==> config.mk <==
export PLATFORM = sky130hd
export DESIGN_NAME = rom_sequencer
export DESIGN_NICKNAME = d
export VERILOG_FILES = /design/src/rtl/rom_seq_pkg.sv /design/src/rtl/rom_sequencer.sv
export SDC_FILE = /design/constraint.sdc
export NUM_CORES = 1
export LEC_CHECK = 0
export ABC_CLOCK_PERIOD_IN_PS = 1800
export BUFFER_PORTS_ARGS = -buffer_cell sky130_fd_sc_hd__buf_2
export CAP_MARGIN = 20
export CORE_MARGIN = 5
export CORE_UTILIZATION = 30
export DETAILED_ROUTE_END_ITERATION = 10
export SYNTH_ARGS = -nofsm -noshare
export SYNTH_HDL_FRONTEND = slang
export SYNTH_SLANG_ARGS = --single-unit
==> constraint.sdc <==
create_clock -name clk -period 1.8 [get_ports clk]
set_input_delay 0.27 -clock clk [delete_from_list [all_inputs] [get_ports clk]]
set_output_delay 0.27 -clock clk [all_outputs]
set_load 0.01 [all_outputs]
==> src/rtl/rom_seq_pkg.sv <==
// Shared types and default widths for the lab ROM sequencer.
package rom_seq_pkg;
  localparam int DEF_ADDR_W = 3;
  localparam int DEF_DATA_W = 4;
  localparam int DEF_SUM_W  = 7;

  typedef enum logic [1:0] {IDLE, FETCH, OUT, DONE} seq_state_t;
endpackage

==> src/rtl/rom_sequencer.sv <==
// Reads a run of ROM words from a start address (wrapping), streams them
// over valid/ready and keeps a running sum of accepted words.
module rom_sequencer
  import rom_seq_pkg::*;
#(
  parameter int ADDR_W = DEF_ADDR_W,
  parameter int DATA_W = DEF_DATA_W,
  parameter int SUM_W  = DEF_SUM_W
) (
  input  logic              clk,
  input  logic              rst_n,
  input  logic              start_in,
  input  logic [ADDR_W-1:0] start_addr_in,
  input  logic [ADDR_W:0]   len_in,
  output logic [ADDR_W-1:0] Rom_addr_out,
  input  logic [DATA_W-1:0] Rom_data_in,
  output logic [DATA_W-1:0] data_out,
  output logic              valid_out,
  input  logic              ready_in,
  output logic [SUM_W-1:0]  sum_out,
  output logic              busy_out,
  output logic              done_out
);
  localparam logic [ADDR_W:0] MAX_LEN = {1'b1, {ADDR_W{1'b0}}};

  seq_state_t        state, state_nxt;
  logic [ADDR_W-1:0] addr_nxt;
  logic [DATA_W-1:0] data_nxt;
  logic              vld_nxt;
  logic [SUM_W-1:0]  sum_nxt;
  logic [ADDR_W:0]   rem, rem_nxt;
  logic [ADDR_W:0]   len_c;

  assign len_c    = (len_in > MAX_LEN) ? MAX_LEN : len_in;
  assign busy_out = (state != IDLE);
  assign done_out = (state == DONE);

  always_comb begin
    state_nxt = state;
    addr_nxt  = Rom_addr_out;
    data_nxt  = data_out;
    vld_nxt   = valid_out;
    sum_nxt   = sum_out;
    rem_nxt   = rem;
    case (state)
      IDLE: begin
        if (start_in) begin
          sum_nxt = '0;
          if (len_c == '0) begin
            state_nxt = DONE;
          end else begin
            addr_nxt  = start_addr_in;
            rem_nxt   = len_c;
            state_nxt = FETCH;
          end
        end
      end
      FETCH: begin
        data_nxt  = Rom_data_in;
        vld_nxt   = 1'b1;
        state_nxt = OUT;
      end
      OUT: begin
        if (valid_out && ready_in) begin
          sum_nxt = sum_out + SUM_W'(data_out);
          rem_nxt = rem - 1'b1;
          vld_nxt = 1'b0;
          // Address only advances when another word follows, so it holds the last one read.
          if (rem == 1) begin
            state_nxt = DONE;
          end else begin
            addr_nxt  = Rom_addr_out + 1'b1;
            state_nxt = FETCH;
          end
        end
      end
      DONE:    state_nxt = IDLE;
      default: state_nxt = IDLE;
    endcase
  end

  always_ff @(posedge clk) begin
    if (!rst_n) begin
      state        <= IDLE;
      Rom_addr_out <= '0;
      data_out     <= '0;
      valid_out    <= 1'b0;
      sum_out      <= '0;
      rem          <= '0;
    end else begin
      state        <= state_nxt;
      Rom_addr_out <= addr_nxt;
      data_out     <= data_nxt;
      valid_out    <= vld_nxt;
      sum_out      <= sum_nxt;
      rem          <= rem_nxt;
    end
  end
endmodule

== Word-level counts from Yosys, hierarchy flattened ==
Cells that the tools add are included.

* Output and inout bits: 17
* Bits in registers: 21

* Order comparisons: 1
* Mux-type cells: 20
* Add/subtract/negate cells: 3
* Eq/ne operators: 8
* Reductions and logical operators: 11

{| class="wikitable"
|+ Operator list
! operator !! number
|-
| $mux W4 || 4
|-
| $mux W7 || 2
|-
| $pmux W7 S2 || 1
|-
| $mux W3 || 4
|-
| $mux W2 || 4
|-
| $ne A2 B2 Y1 const B || 4
|-
| $pmux W2 S4 || 1
|-
| $pmux W4 S2 || 1
|-
| $add A7 B4 Y7 || 1
|-
| $pmux W3 S2 || 1
|-
| $reduce_bool A2 Y1 || 3
|-
| $reduce_and A5 Y1 || 1
|-
| $eq A2 B2 Y1 const B || 2
|-
| $eq A4 B1 Y1 const B || 1
|-
| $gt A4 B4 Y1 const B || 1
|-
| $logic_not A4 Y1 || 1
|-
| $reduce_and A2 Y1 || 2
|-
| $reduce_and A4 Y1 || 1
|-
| $sub A4 B1 Y4 const B || 1
|-
| $add A3 B1 Y3 const B || 1
|-
| $reduce_and A3 Y1 || 1
|-
| $eq A2 B1 Y1 const B || 1
|-
| $logic_not A2 Y1 || 1
|-
| $pmux W1 S2 || 1
|-
| 2 further kinds || 2
|}

== Depth between registers and ports, before layout ==
Gate-level depths: netlist of run 1.

* Depth in word-level cells: 6
* Depth in mapped cells: 6

== Worst setup path after synthesis of run 1 ==
Ideal clock, no wire load.

* Path type: reg-to-reg
* From: register rem[1]
* To: register Rom_addr_out[0]
* Arrival time: 1.384 ns
* Library setup time: 0.139 ns
* Setup slack: 0.277 ns
* Cell stages (with the launch flop): 7
* Path through: dfxtp_1 inv_1 ha_1 nor2b_1 a2bb2o_2 o311ai_0 o41ai_2

* Word-level cells in the longest chain between the ends: 3

{| class="wikitable"
|+ RTL lines
! element !! line !! source
|-
| start, declared || rom_sequencer.sv:31 || <nowiki>logic [ADDR_W:0] rem, rem_nxt;</nowiki>
|-
| start signal, assigned || rom_sequencer.sv:96 || <nowiki>rem <= rem_nxt;</nowiki>
|-
| $eq A4 B1 Y1 || rom_sequencer.sv:69 || <nowiki>if (rem == 1) begin</nowiki>
|-
| $ne A2 B2 Y1 (no line) || - ||
|-
| $reduce_and A5 Y1 (no line) || - ||
|-
| end signal, assigned || rom_sequencer.sv:92 || <nowiki>Rom_addr_out <= addr_nxt;</nowiki>
|-
| end, declared || rom_sequencer.sv:15 || <nowiki>output logic [ADDR_W-1:0] Rom_addr_out,</nowiki>
|}

No other way between the ends.
A chain may end at the register's enable or synchronous reset.

== Final worst setup path of run 1 ==
Ends and elaborated chain as after synthesis.

==> results of run 1 <==
worst paths after layout:
path                       start         endpoint  slack, ns  depth (start not counted)
setup reg to reg          rem[1]  Rom_addr_out[0]       0.19                          6
setup / recovery          rem[1]  Rom_addr_out[0]       0.19                          6
hold / removal    Rom_data_in[0]      data_out[0]       0.23                          3
hold reg to reg       sum_out[2]       sum_out[2]       0.48                          2
through the flow:
step	instance area [um^2]	setup slack (ns)	cells	hold slack, ns
floorplan	1230	0.277	133	0.417
global placement	1470	0.159	216	0.468
detailed placement	1470	0.156	216	0.472
CTS	1510	0.186	220	0.228
global route	1520	0.0131	220	0.239
finish	1520	0.194	220	0.235
critical path: cells and delay by family, from the launching register on:
| family | cells | cell delay [ns] |
|---|---|---|
| compound gates | 3 | 0.79 |
| flops | 1 | 0.33 |
| fa+ha+maj | 1 | 0.17 |
| simple gates | 1 | 0.12 |
| buf+inv | 1 | 0.07 |
layout by cell type, fill, tap and decap left out, types with 4 or more instances in the layout:
master	count
a21oi_1	7
nand3_1	4
nand2_1	8
nor2_1	14
a22oi_1	4
buf_4	8
mux2i_1	5
o211ai_1	4
dfxtp_1	21
buf_2	31
ha_1	7
kinds of logic (layout without fill, tap and decap cells):
logic type / count (synthesis) / count (layout) / share of synthesized area, %
compound gates: 36 / 36 / 23.0
xor+xnor: 3 / 3 / 2.14
fa+ha+maj: 8 / 8 / 8.78
buf+inv: 10 / 47 / 4.39
flops: 21 / 21 / 34.3
mux: 5 / 5 / 4.08
simple gates: 50 / 50 / 23.4
flip-flops by register name, summed over array words and instances, names as in the netlist:
name,flops
valid_out,1
sum_out,7
rem,4
Rom_addr_out,3
data_out,4
state,2
area by class of cell:
cell class                 count  area share (%)
tap                           50            4.13
clock inverter                 1           0.495
sequential                    21            27.7
inverter                       4           0.990
timing repair buffer          39            14.2
multi-input combinational    102            49.8
clock buffer                   3            2.72
repair_timing:
action                     CTS  global route
setup endpoints to repair    0             1
hold endpoints to repair     0             0
resized for setup            0             2
setup buffers                0             0
metal layers:
| layer | part of all wire [%] | up-vias | GRT usage (%) |
|---|---|---|---|
| li1 | - | 566 | - |
| met1 | 50 | 480 | 15.7 |
| met2 | 42 | 28 | 18.4 |
| met3 | 7.1 | 2 | 4.05 |
| met4 | 0.56 | 0 | 2.01 |
| met5 | 0 | - | 0 |
power by group through the flow:
stage / Combinational, mW / Sequential [mW] / Clock [mW]
CTS: 0.238 / 0.514 / 0.345
global route: 0.267 / 0.520 / 0.358
floorplan: 0.153 / 0.526 / 0
finish: 0.236 / 0.515 / 0.323
detailed placement: 0.237 / 0.525 / 0
global placement: 0.239 / 0.526 / 0
==> metrics.md, run 1 <==
| Metric | Value |
|---|---|
| Required time worst endpoint | 1.94 ns |
| Starting DRT DRC Count | between 40 and 50 |
| Clock-pin slew on the worst setup and hold paths | about 0.080 ns |
| Synth cell types | 46 |
| Kind of critical path | register to register |
| Max-Slew Margin vs Limit | between 70 and 80% |
| Maximum VDD drop | ~0.00038 V |
| Fill count | 418 |
| # IOs | 32 |
| Top post-synthesis cells by count | dfxtp_1, nor2_1, nand2_1 |
| Post-route ant nets | 0 |
| Die height | around 74 um |
| Worst Path Arrival | about 1.8 ns |
| Syn Nets | 156 |
| Max stage delay on crit path | about 0.38 ns |
| Largest area contributor in the netlist | dfxtp_1 |
| Cell Pwr Density | 708 mW/mm^2 |
| CP max FO | 6 |
| Internal cell power | 0.757 mW |
| Routed vias | around 1.1k |
| # diodes | 0 |
| DR WL/cell | about 13 um |
| Num CTS Buffers | 3 |
| CP cell instances | inv_1, ha_1, nor2b_1, a2bb2o_2, o311ai_0, o41ai_2 |
| Multi-input gate area | roughly 750 um^2 |
| CP Capture Type | register |
| Syn Std Cell Area | about 0.0012 mm^2 |
| EDFF count, synth | 0 |
| Sw frac | between 20% and 30% |
| Sink Count | 21 |
| RSZ-0062 raised after global routing | false |
| Crit share post-route | 89.2% |
| Clk Latency, worst-skew pair | between 0.2 and 0.3 ns |
| CP startpoint kind | register |
| Initial antenna violation count | 0 |
| Routability cong. | roughly 0.76 |
| Combinational share of power | a little over a fifth |
| Slew Limit Fails | 0 |
| DRC errors left | 0 |
| Syn Inst Count | about 130 |
| Outcome | finished clean |
| Total Power | around 1.1 mW |
| Congestion Overflow GR | 0 |
| Final nets | roughly 190 |
| Max-cap violation count | 0 |
| Vias/cell | 4.89 |
| Cell Rows | 23 |
| Share of post-route cells with drive strength above 1 | approximately a third |
| H-tree depth reported by CTS | 1 |
| Syn Area/Cell | between 9 and 10 um^2 |
| DP HPWL | 2290 um |
| Setup violations, final | 0 |
| Drt total wl | approximately 2900 um |
| Starting Density | roughly 30% |
| Vias in the first global route | between 1k and 1.5k |
| Synth warn | 0 |
| Seq cells post-synth | 21 |
| Fin. Hold Viols | 0 |
| Clock root cell | clkbuf_8 |
| Die Span X | roughly 74 um |
| Clk buf depth | 2 |
| Worst slew pin tran | 0.377 ns |
| Dominant cells by area after synthesis | dfxtp_1, ha_1, nor2_1 |
| Min-delay worst type | input pin to register |
| NetSw | ~0.32 mW |
| CORE AREA | 0.00397 mm^2 |
| Pre-antenna DRT Iters | 4 |
| Largest net degree at the start of global routing | 15 |
| Area Growth Syn to Fin | 23.7% |
| Minimum clock period | ~1.6 ns |
| Commonest register cell after synthesis | dfxtp_1 |
| Leak | 0.670 nW |
| Die area | roughly 0.0055 mm^2 |
| First-pass GRT wire length | roughly 5000 um |
| Flop pwr share | between 40 and 50% |
| # port buffers | 31 |
| Sequential area share after synthesis | between 30% and 40% |
| Post-synth ARST share | 0% |
| Reg area | ~420 um^2 |
| Clock power share | a little under a third |
| Top cell type's share of synthesized area | 34.3% |
| Total GRT Usage | about an eighth |
| CP max-delay cell | o311ai_0 |
| Setup TNS | 0 ns |
| Max Fclk | around 620 MHz |
| Hold buffers post-CTS | 0 |
| CTS tree | done |
| Setup Skew | 0.00192 ns |
| Final Core Density | 38.2% |
| Most frequent cell after synthesis | dfxtp_1 |
(Power assumes the default switching activity.)
==> run 2: changes to the inputs <==
Settings changed: ABC_AREA set to 1.
==> metrics.md, run 2 <==
| Metric | Value |
|---|---|
| Share of post-route cells with drive strength above 1 | between 20 and 25% |
| Required time worst endpoint | roughly 2 ns |
| Setup Skew | just over 0.008 ns |
| Clock root cell | clkbuf_8 |
| DR WL/cell | ~11 um |
| Compound-gate portion of the synthesized area | between 10 and 15% |
| Max-Slew Margin vs Limit | 75.4% |
| Max-cap violation count | 0 |
| # IOs | 32 |
| Max Fclk | around 620 MHz |
| R2r setup slk | between 0.15 and 0.2 ns |
| Fin. Hold Viols | 0 |
| Outcome | finished clean |
| Die area | about 0.005 mm^2 |
| Starting DRT DRC Count | 54 |
| First-pass GRT wire length | ~4400 um |
| Non-Filler Instances | approximately 250 |
| Slew Limit Fails | 0 |
| Met2 Use GR | roughly 17% |
| Area Growth Syn to Fin | 23.9% |
| Mux share of post-synthesis cell area | 0% |
| Kind of critical path | register to register |
| Crit share post-route | between 80% and 90% |
| Commonest cells after routing, fill and taps aside | nand2_1, buf_2, nor2_1 |
| Worst slew pin tran | between 0.3 and 0.4 ns |
| Clock-pin slew on the worst setup and hold paths | 0.09 ns |
| Maximum VDD drop | between 0.0002 and 0.0003 V |
| Largest net degree at the start of global routing | 14 |
| DRC errors left | 0 |
| Crit path launch | data_out[0] |
| Leak | between 0.7 and 0.8 nW |
| CP Capture Type | register |
| Top flop regs | sum_out x7, data_out x4, rem x4 |
| CP max FO | 3 |
| PostCTS Resize Cnt | 0 |
| Fill count | 425 |
| Top cell type's share of synthesized area | a little under two fifths |
| Initial antenna violation count | 0 |
| Most Crowded Layer GR | met2 |
| Cell Rows | 22 |
| Post-synth ARST share | 0% |
| RSZ-0062 raised after global routing | false |
| Minimum clock period | approximately 1.6 ns |
| Placed cells | ~240 |
| Synth cell types | 22 |
| Synth warn | 0 |
| Post-Synth Adder-Cell Area | 9.60% |
| # port buffers | 31 |
| # diodes | 0 |
| Dominant cells by area after synthesis | dfxtp_1, nand2_1, ha_1 |
| Clk Latency, worst-skew pair | ~0.27 ns |
| Routability cong. | 0.738 |
| Routed vias | about 1.1k |
| Most frequent cell after synthesis | nand2_1 |
| Hold buffers post-CTS | 0 |
| Worst Path Arrival | ~1.8 ns |
| Largest area contributor in the netlist | dfxtp_1 |
| Syn Area/Cell | approximately 6.9 um^2 |
| Worst Hold Launch | Rom_data_in[3] |
| Top post-synthesis cells by count | nand2_1, nor2_1, dfxtp_1 |
| Drt total wl | 2640 um |
| Max reg flops | 7 |
| Post-Synth Simple-Gate Area | 29.8% |
| Cell Pwr Density | approximately 760 mW/mm^2 |
| Reg2reg start | data_out[0] |
| Syn Nets | around 190 |
| Pre-antenna DRT Iters | 4 |
| Post-CTS Setup Bufs | 0 |
| CORE AREA | roughly 0.0036 mm^2 |
| Top reg by flops | sum_out |
| Seq cells post-synth | 21 |
| Post-route ant nets | 0 |
| Congestion Overflow GR | 0 |
| Die Span X | just over 70 um |
| Min-delay worst type | input pin to register |
| EDFF count, synth | 0 |
| H-tree depth reported by CTS | 1 |
| Syn Inst Count | about 160 |
| M3 GR Usage | under 10% |
| Sequential area share after synthesis | around 38% |
| Commonest register cell after synthesis | dfxtp_1 |
| Clk buf depth | 2 |
| CP startpoint kind | register |
| Commonest non-fill, non-tap cell in the layout | nand2_1 |
| Total GRT Usage | between 10% and 20% |
| Largest family of logic cells by synthesized area | simple AND/OR/NAND/NOR gates |
| DP HPWL | between 2000 and 2500 um |
| Met1 Use GR | around 14% |
| Post-Synth XOR/XNOR Area | 1.56% |
| Vias/cell | about 4.5 |
| Setup TNS | 0 ns |
| Total Power | around 1.1 mW |
| Final nets | roughly 220 |
| Syn Std Cell Area | around 0.0011 mm^2 |
| CTS tree | done |
| Fin Hold WS | about 0.26 ns |
| Die height | between 70 and 80 um |
| Setup violations, final | 0 |
| Sink Count | 21 |
| Starting Density | a little under a third |
| Num CTS Buffers | 3 |
| Vias in the first global route | 1008 |
-- run 2: kinds of logic after synthesis --
logic type,Yosys count
DFF,21
xor gates and xnor gates,2
AOI/OAI and AO/OA,29
adders and majority gates,8
buffers and inverters,22
and+or+nand+nor,81
-- run 2: metrics by stage --
step / instance area [um^2] / util [%] / setup slack (ns)
final: 1390 / 38.2 / 0.192
after global routing: 1390 / 38.2 / 0.0419
after CTS: 1390 / 38.2 / 0.171
after detailed placement: 1340 / 36.9 / 0.199
after global placement: 1340 / 36.9 / 0.254
after floorplan: 1120 / - / 0.268
-- run 2: worst max-delay path, cell delays in order (launching register included) --
cell and delay [ns]:
dfxtp_1 0.34, ha_1 0.22, fa_1 0.38, nand2_1 0.09, nand2_1 0.06, nand2_1 0.05
nand2_1 0.07, nand2_1 0.10, xor2_1 0.15, nor2_1 0.05
-- run 2: metal layers --
metal,routed length (um),up-vias
met5,0,-
met4,53,0
met3,101,5
met2,1230,15
met1,1250,490
li1,-,600
-- run 2: worst paths after layout --
path                               endpoint  cells after the start
worst max-delay path             sum_out[4]                      9
worst min register to register       rem[1]                      2
worst max register to register   sum_out[4]                      9
worst min-delay path            data_out[3]                      3
-- run 2: layout make-up --
| type | count | area (um^2) | area share, % |
|---|---|---|---|
| clock buffers | 3 | 41.3 | 2.97 |
| clock inverters | 1 | 7.51 | 0.541 |
| inverters | 20 | 75.1 | 5.41 |
| multi-input cells | 120 | 614 | 44.2 |
| flip-flops and latches | 21 | 420 | 30.3 |
| well taps | 48 | 60.1 | 4.32 |
| repair buffers | 33 | 170 | 12.3 |
-- run 2: where the power goes --
| group | switching (mW) | internal, mW | total (mW) |
|---|---|---|---|
| combinational | 0.127 | 0.0836 | 0.210 |
| sequential | 0.0271 | 0.493 | 0.520 |
| clock | 0.167 | 0.157 | 0.324 |
| total | 0.321 | 0.734 | 1.05 |
==> run 3: changes to the inputs <==
Settings changed: GPL_TIMING_DRIVEN set to 0, PLACE_DENSITY_LB_ADDON set to 0.15.
==> metrics.md, run 3 (synthesized netlist as in run 2, its figures left out) <==
| Metric | Value |
|---|---|
| Outcome | finished clean |
| Clk buf depth | 2 |
| Post-CTS Setup Bufs | 0 |
| Max-Slew Margin vs Limit | about 67% |
| DR WL/cell | approximately 11 um |
| DRC errors left | 0 |
| Hold buffers post-CTS | 0 |
| Largest net degree at the start of global routing | 13 |
| DP HPWL | around 2200 um |
| Final nets | around 220 |
| First-pass GRT wire length | approximately 4800 um |
| Routability cong. | between 0.7 and 0.8 |
| Max reg flops | 7 |
| Congestion Overflow GR | 0 |
| Clock-pin slew on the worst setup and hold paths | about 0.08 ns |
| Max Fclk | ~610 MHz |
| Top flop regs | sum_out x7, data_out x4, rem x4 |
| Worst slew pin tran | 0.489 ns |
| Setup Skew | roughly 0.003 ns |
| DP Area | 0.00134 mm^2 |
| Drt total wl | approximately 2700 um |
| # IOs | 32 |
| CP startpoint kind | register |
| PostCTS Resize Cnt | 0 |
| Cell Rows | 22 |
| Clk Latency, worst-skew pair | 0.26 ns |
| Clock root cell | clkbuf_8 |
| Num CTS Buffers | 3 |
| Area Growth Syn to Fin | 23.3% |
| CTS tree | done |
| Die height | roughly 71 um |
| Routed vias | approximately 1.1k |
| Sink Count | 21 |
| Maximum VDD drop | approximately 0.00028 V |
| H-tree depth reported by CTS | 1 |
| Vias in the first global route | ~1.1k |
| Die area | slightly above 0.005 mm^2 |
| Die Span X | 71.1 um |
| Kind of critical path | register to register |
| Commonest non-fill, non-tap cell in the layout | nand2_1 |
| Commonest cells after routing, fill and taps aside | nand2_1, buf_2, nor2_1 |
| Starting Density | between 30% and 40% |
| Slew Limit Fails | 0 |
| Min-delay worst type | input pin to register |
| # port buffers | 31 |
| Post-route ant nets | 0 |
| CP Capture Type | register |
| Total GRT Usage | 11.6% |
| Setup TNS | 0 ns |
| Fin. Hold Viols | 0 |
| Initial antenna violation count | 0 |
| # diodes | 0 |
| RSZ-0062 raised after global routing | false |
| Top reg by flops | sum_out |
| Crit share post-route | roughly nine tenths |
| Max-cap violation count | 0 |
| Pre-antenna DRT Iters | 4 |
| Vias/cell | between 4 and 5 |
| Minimum clock period | ~1.6 ns |
| CP max FO | 3 |
| Worst Path Arrival | approximately 1.8 ns |
| Cell Pwr Density | 754 mW/mm^2 |
| Leak | ~0.72 nW |
| Design area | about 0.0014 mm^2 |
| Total Power | between 1 and 1.5 mW |
| Starting DRT DRC Count | 25 |
| Setup violations, final | 0 |
| CORE AREA | roughly 0.0036 mm^2 |
| Required time worst endpoint | a little under 2 ns |
| Share of post-route cells with drive strength above 1 | 21.7% |
==> run 3: path summary, 6_finish.rpt <==
| path | from | end | slack [ns] | cells after the start |
|---|---|---|---|---|
| setup / recovery | data_out[0] | sum_out[4] | 0.16 | 9 |
| hold reg to reg | rem[1] | rem[1] | 0.48 | 2 |
| setup reg to reg | data_out[0] | sum_out[4] | 0.16 | 9 |
| hold / removal | Rom_data_in[0] | data_out[0] | 0.27 | 3 |
==> run 3: critical path, cell delays in order (launching register included) <==
cell and delay (ns):
dfxtp_1 0.33, ha_1 0.23, fa_1 0.39, nand2_1 0.09, nand2_1 0.06, nand2_1 0.05
nand2_1 0.06, nand2_1 0.10, xor2_1 0.17, nor2_1 0.05
==> run 3: power breakdown <==
part	total [mW]	switching, mW	leakage, nW	internal (mW)
clock	0.313	0.159	0.0255	0.154
sequential	0.521	0.0276	0.171	0.493
combinational	0.209	0.126	0.521	0.0822
total	1.04	0.313	0.718	0.730
==> run 3: per-layer routing <==
metal,routed length (um),vias to the layer above,track usage (%)
met1,1280,503,13.8
met2,1280,21,20.2
met4,25,0,3.76
met3,151,4,2.98
li1,-,598,-
met5,0,-,0
==> run 3: final cells by class <==
cell class / count / area, um^2
Timing Repair Buffer: 31 / 155
Sequential cell: 21 / 420
Multi-Input combinational cell: 120 / 614
Inverter: 20 / 75.1
Clock buffer: 3 / 41.3
Tap cell: 48 / 60.1
Buffer: 2 / 11.3
Clock inverter: 1 / 5.00
Fill cell: 418 / 2250
==> run 3: per-stage QoR <==
step | hold slack, ns | utilization, % | setup slack (ns) | std cells
finish | 0.270 | 38.1 | 0.165 | 246
global route | 0.286 | 38.1 | 0.0607 | 246
CTS | 0.268 | 38.1 | 0.151 | 246
detailed placement | 0.459 | 36.8 | 0.153 | 242
global placement | 0.456 | 36.8 | 0.203 | 242
floorplan | 0.406 | - | 0.268 | 163
